===== src/rtl/ifu_fetch.sv =====
// Instruction fetch unit: one outstanding imem request, single-entry instruction
// buffer toward decode, and branch/jump redirect with stale-response dropping.
module ifu_fetch #(
   parameter logic [63:0] RESET_PC = 64'h0000_0000_8000_0000
) (
   input  logic        clk,
   input  logic        rst,
   input  logic        pc_b_j,
   input  logic [63:0] dnpc,
   output logic        imem_req_valid,
   input  logic        imem_req_ready,
   output logic [63:0] imem_req_addr,
   input  logic        imem_rsp_valid,
   input  logic [31:0] imem_rsp_data,
   output logic        if_valid,
   output logic [63:0] if_pc,
   output logic [31:0] if_inst,
   input  logic        id_ready
);

   localparam logic [1:0] ST_REQ  = 2'd0;
   localparam logic [1:0] ST_WAIT = 2'd1;
   localparam logic [1:0] ST_HOLD = 2'd2;
   localparam logic [1:0] ST_DROP = 2'd3;

   localparam logic [31:0] NOP_INST = 32'h0000_0013;

   logic [1:0]  state_q,     state_d;
   logic [63:0] pc_q,        pc_d;
   logic        req_valid_q, req_valid_d;
   logic        if_valid_q,  if_valid_d;
   logic [63:0] if_pc_q,     if_pc_d;
   logic [31:0] if_inst_q,   if_inst_d;
   logic [63:0] redirect_pc_s;

   assign redirect_pc_s = {dnpc[63:2], 2'b00};

   // Next-state logic; a redirect takes priority over every other event in each state.
   always_comb begin
      state_d   = state_q;
      pc_d      = pc_q;
      if_valid_d = if_valid_q;
      if_pc_d   = if_pc_q;
      if_inst_d = if_inst_q;
      case (state_q)
         ST_REQ: begin
            if (pc_b_j) begin
               pc_d    = redirect_pc_s;
               state_d = imem_req_ready ? ST_DROP : ST_REQ;
            end else if (imem_req_ready) begin
               state_d = ST_WAIT;
            end else begin
               state_d = ST_REQ;
            end
         end
         ST_WAIT: begin
            if (pc_b_j) begin
               pc_d    = redirect_pc_s;
               state_d = imem_rsp_valid ? ST_REQ : ST_DROP;
            end else if (imem_rsp_valid) begin
               if_inst_d  = imem_rsp_data;
               if_pc_d    = pc_q;
               pc_d       = pc_q + 64'd4;
               if_valid_d = 1'b1;
               state_d    = ST_HOLD;
            end else begin
               state_d = ST_WAIT;
            end
         end
         ST_HOLD: begin
            if (pc_b_j) begin
               pc_d       = redirect_pc_s;
               if_valid_d = 1'b0;
               state_d    = ST_REQ;
            end else if (id_ready) begin
               if_valid_d = 1'b0;
               state_d    = ST_REQ;
            end else begin
               state_d = ST_HOLD;
            end
         end
         ST_DROP: begin
            if (pc_b_j) begin
               pc_d    = redirect_pc_s;
               state_d = imem_rsp_valid ? ST_REQ : ST_DROP;
            end else if (imem_rsp_valid) begin
               state_d = ST_REQ;
            end else begin
               state_d = ST_DROP;
            end
         end
         default: begin
            state_d    = ST_REQ;
            if_valid_d = 1'b0;
         end
      endcase
      req_valid_d = (state_d == ST_REQ);
   end

   // State and output registers with synchronous reset.
   always_ff @(posedge clk) begin
      if (rst) begin
         state_q     <= ST_REQ;
         pc_q        <= RESET_PC;
         req_valid_q <= 1'b1;
         if_valid_q  <= 1'b0;
         if_pc_q     <= 64'h0;
         if_inst_q   <= NOP_INST;
      end else begin
         state_q     <= state_d;
         pc_q        <= pc_d;
         req_valid_q <= req_valid_d;
         if_valid_q  <= if_valid_d;
         if_pc_q     <= if_pc_d;
         if_inst_q   <= if_inst_d;
      end
   end

   // The request flop comes out of reset already set so the first fetch appears
   // immediately after release; masking with rst keeps it quiet while reset is held.
   assign imem_req_valid = req_valid_q & ~rst;
   assign imem_req_addr  = pc_q;
   assign if_valid       = if_valid_q;
   assign if_pc          = if_pc_q;
   assign if_inst        = if_inst_q;

endmodule


===== config.mk =====
export PLATFORM = sky130hd
export DESIGN_NAME = ifu_fetch
export DESIGN_NICKNAME = d
export VERILOG_FILES = /design/src/rtl/ifu_fetch.sv
export SDC_FILE = /design/constraint.sdc
export NUM_CORES = 1
export LEC_CHECK = 0
export CAP_MARGIN = 20
export CORE_ASPECT_RATIO = 0.5
export CORE_MARGIN = 2
export CORE_UTILIZATION = 46
export DETAILED_ROUTE_END_ITERATION = 12
export PLACE_DENSITY = 0.82
export SYNTH_ARGS = -nofsm -noshare
export SYNTH_HDL_FRONTEND = slang
export SYNTH_SLANG_ARGS = --single-unit

===== constraint.sdc =====
create_clock -name clk -period 3.2 [get_ports clk]
set_clock_uncertainty 0.05 [all_clocks]
set_input_delay 0.64 -clock clk [delete_from_list [all_inputs] [get_ports clk]]
set_output_delay 0.64 -clock clk [all_outputs]
set_load 0.03 [all_outputs]

==> After elaboration in Yosys (flattened, before gate mapping) <==
Index checks and enable logic that the tools add are counted.
{ "word_totals": {"reg_bits": 164, "latch_bits": 0, "ram_bits": 0, "rom_bits": 0, "inputBits": 102, "out_inout_bits": 162, "elab_cells": 43, "memories": 0} }
{ "classes": {"addsub": 1, "multipliers": 0, "div": 0, "magnitude_cmp": 0, "eq_ne": 8, "shift": 0, "n_mux": 18, "bitwise": 3, "reduce_logical": 7} }
{ "ops": {"columns": ["cell", "n"], "rows": [
  ["2-to-1 mux 64 bit", 3],
  ["one-hot mux 64 bit (2 select lines)", 1],
  ["adder 64 x 3 -> 64 bit, second input constant", 1],
  ["2-to-1 mux 2 bit", 7],
  ["one-hot mux 2 bit (4 select lines)", 1],
  ["inequality test 3 bit, second input constant", 2],
  ["2-to-1 mux 1 bit", 5],
  ["equality test 2 bit, second input constant", 2],
  ["logical NOT 2 bit", 2],
  ["inequality test 2 bit, second input constant", 2],
  ["AND reduction 4 bit", 1],
  ["AND reduction 3 bit", 1],
  ["OR reduction 3 bit", 1],
  ["equality test 2 x 1 -> 1 bit, second input constant", 1],
  ["inequality test 2 x 1 -> 1 bit, second input constant", 1],
  ["inverter 1 bit", 2],
  ["one-hot mux 1 bit (2 select lines)", 1],
  ["AND reduction 2 bit", 1],
  ["nonzero test 2 bit", 1],
  ["bitwise AND 1 bit", 1]
]} }

==> Logic depth before layout (Yosys ltp) <==
{ "depth": {"word_depth": 4, "ltp_mapped": 10, "depth_no_buf": 7} }

==> Least setup slack after synthesis <==
No wires, ideal clock.
{ "synth_path": {"path_kind": "in2reg", "startpoint": "input port pc_b_j", "endpoint": "register pc_q[13] (netlist: imem_req_addr[13])", "arrival_ns": 2.682, "slack_ns": 0.373, "stages": 10, "path_cell_list": "clkinv_1 > clkbuf_1 > clkbuf_1 > ha_1 > nand3b_1 > o21a_1 > clkbuf_1 > clkbuf_1 > o21ai_0 > a221oi_1"} }
{ "synth_between": {"elab_chain_cells": 2} }
{ "synth_rtl": {"columns": ["item", "line_no", "source"], "rows": [
  ["start, declared", "8", "input logic pc_b_j,"],
  ["2-to-1 mux 64 bit (tied with other cells)", "57", "if (pc_b_j) begin"],
  ["one-hot mux 64 bit (2 select lines) or AND reduction 2 bit (tied branches)", null, null],
  ["end signal, assigned", "111", "pc_q <= pc_d;"],
  ["end, declared", "29", "logic [63:0] pc_q, pc_d;"]
]} }
Parallel ways exist; a longest one is shown, timed or not.
A chain may end at the register's enable or synchronous reset.

==> Worst setup path in the final report <==
{ "layout_path": {"startpoint": "register pc_q[29] (netlist: imem_req_addr[29])", "endpoint": "register pc_q[51] (netlist: imem_req_addr[51])"} }
{ "layout_between": {"elab_chain_cells": 4} }
{ "layout_rtl": {"columns": ["item", "line_no", "source"], "rows": [
  ["adder 64 x 3 -> 64 bit", "63", "pc_d = pc_q + 64'd4;"],
  ["2-to-1 mux 64 bit", "60", "end else if (imem_rsp_valid) begin"],
  ["2-to-1 mux 64 bit", "57", null],
  ["one-hot mux 64 bit (2 select lines)", "45", "case (state_q)"]
]} }
Every way passes these cells. The select of a mux whose other input is x is not followed.

==> flow_summary.json <==
{
  "hold_viol": 0,
  "antenna_cells": 0,
  "grt_antenna_before_repair": 0,
  "final_cell_mix": "clkdlybuf4s50_1, nand2_1, dfxtp_1, a21oi_1, nor2_1",
  "clk_latency_ns": 0.44,
  "rows": 33,
  "powerDensity_nw_per_um2": 482.1,
  "start_util": 0.4711,
  "drtAntennaViolNets": 0,
  "irDropWorstVdd_mv": 0.3764,
  "wirelength_um": 26840,
  "core_area_um2": 16430,
  "syn-cell-area_um2": 7742,
  "cts.root.buffer_cell": "clkbuf_16",
  "final_area_um2": 11210,
  "yosysSeqAreaShare": 0.4137,
  "wl_per_cell_um": 18.11,
  "whs_ns": 0.4024,
  "grt_pass1_wl_um": 41880,
  "clkTransAtPathRegs_ns": 0.07,
  "cts-resized-gates": 0,
  "tightest_slew_ns": 0.8581,
  "synth_top_cell_by_area": "dfxtp_1",
  "postCtsSetupBuffers": 0,
  "fin_cells": 1482,
  "viasPerCell": 5.911,
  "p_total_mw": 5.404,
  "hold_path.class": "reg -> reg",
  "drv_slew": 0,
  "dpl.cell_count": 1450,
  "synthCells": 1013,
  "final_layout_size_suffix_gt1_frac": 0.07968,
  "critPathRequiredTime_ns": 3.47,
  "synth_top_area_frac": 0.4137,
  "fin_nets": 1348,
  "fmax_ghz": 0.3671,
  "grt_overflow": 0,
  "avgSynthCellArea_um2": 7.643,
  "synth_area_leaders": "dfxtp_1, nand2_1, a21oi_1",
  "crit_slowest_cell": "or4b_4",
  "post-route-util": 0.6821,
  "dr.first_iter.drc_count": 778,
  "holdBufCountCts": 0,
  "hold_depth": 2,
  "fin_ws_ns": 0.4759,
  "yosys.cell_types.count": 74,
  "ctsHtreeMaxLevel": 4,
  "critPathMaxFanout": 21,
  "setup_tns_ns": 0,
  "status": "complete, no violations",
  "p_leak_nw": 3.763,
  "crit_path_start_kind": "register",
  "r2r_slack_ns": 0.48,
  "num_vias": 8760,
  "die_x_um": 187.5,
  "reg2reg_depth": 5,
  "holdPathEnd": "if_inst[11]",
  "yosysWarnings": 0,
  "synth_edf_count": 0,
  "first_global_vias": 8168,
  "r2r-end": "imem_req_addr[51]",
  "dp_hpwl_um": 18920,
  "critPathBufInv": 0,
  "min-delay-start": "if_inst[11]",
  "gp_congestion": 0.9173,
  "grt_max_degree": 69,
  "async_flop_share": 0,
  "track_usage": 0.2911,
  "dpl_cell_area_um2": 10610,
  "clk_path_buf_depth": 2,
  "port_buffers": 257,
  "cpPeakStageDelay_ns": 0.67,
  "first_pass_iters": 6,
  "setup_viol": 0,
  "synthFlopType": "dfxtp_1",
  "period_needed_ns": 2.724,
  "final_common_cell": "clkdlybuf4s50_1",
  "num_io_pins": 264,
  "final.period_utilization": 0.8513,
  "synth-seq-cells": 160,
  "numCtsBuffers": 17,
  "layout-area-overhead-vs-synth_pct": 44.78,
  "max-cap-violations": 0,
  "fp.dieH_um": 95.74,
  "cts_tree": "done",
  "cp.arrival_ns": 2.99,
  "rsz0062_at_grt": "no",
  "worstPathCellList": "and3_1 > or4b_4 > or4_4 > nor2_1 > mux2_2",
  "slew_headroom": 0.4273,
  "path_delay_family": "simple AND/OR/NAND/NOR gates",
  "clock-sinks": 160,
  "dp_slack_ns": 0.1492,
  "worstSetupPathType": "reg -> reg",
  "r2r_start": "imem_req_addr[29]",
  "endpoint_kind": "register",
  "drc": 0,
  "die_area_um2": 17950
}
-- per-layer routing --
layer / routed length, µm / global-route usage / share of wire / vias up
met5: 0 / 0 / 0 / -
met2: 12570 / 0.4802 / 0.47 / 455
met4: 536 / 0.1030 / 0.020 / 0
met3: 2507 / 0.06817 / 0.093 / 72
met1: 11230 / 0.3795 / 0.42 / 4128
li1: - / - / - / 4105
-- sequential cells by signal (all words and copies together), names as in the netlist --
register / flops
if_pc: 62
state_q: 2
imem_req_addr: 62
req_valid_q: 1
if_valid: 1
if_inst: 32
-- Yosys cell counts, types with 7 or more instances --
library cell / instances
nand2_1: 229
dfxtp_1: 160
a21oi_1: 125
clkbuf_1: 75
nor2_1: 51
o21ai_0: 37
nand3_1: 33
nor3_1: 30
nand4_1: 23
nor4_1: 20
a211oi_1: 19
and3_1: 16
a311oi_1: 14
inv_1: 11
or3_1: 11
o22ai_1: 10
o221ai_1: 9
and4_1: 8
or4_1: 8
and2_1: 7
-- power by group --
part           total (mW)  leakage (nW)  switching, mW  internal, mW
combinational        1.05          2.17          0.592         0.463
sequential           2.27          1.31          0.168          2.10
clock                2.08         0.289          0.899          1.18
-- worst max-delay path by stage --
stage,endpoint,startpoint,depth (start not counted)
final,imem_req_addr[51],imem_req_addr[29],5
after global routing,imem_req_addr[42],imem_rsp_valid,8
after CTS,imem_req_addr[51],imem_req_addr[29],5
after detailed placement,imem_req_addr[20],pc_b_j,8
after global placement,imem_req_addr[24],pc_b_j,8
after floorplan,imem_req_addr[13],pc_b_j,10
-- worst register-to-register path: stages (launching register included) --
cell     delay (ns)
dfxtp_1        0.44
and3_1         0.33
or4b_4         0.68
or4_4          0.64
nor2_1         0.13
mux2_2         0.34
-- layout make-up --
type                       instances  area [µm²]
sequential                       160        3203
clock buffer                      18       439.2
fill                            1355        5224
clock inverter                    14       157.7
multi-input combinational        754        4148
inverter                          12       45.04
tap                              227       284.0
timing repair buffer             297        2933
-- cells by family after synthesis --
logic type,after synthesis,synth area share
and+or+nand+nor,470,0.2996
AOI/OAI and AO/OA,270,0.2172
adders and majority gates,4,0.006464
other,1,0.0004843
muxes,6,0.007919
buffers and inverters,102,0.05462
DFF,160,0.4137
(Power assumes the default switching activity.)
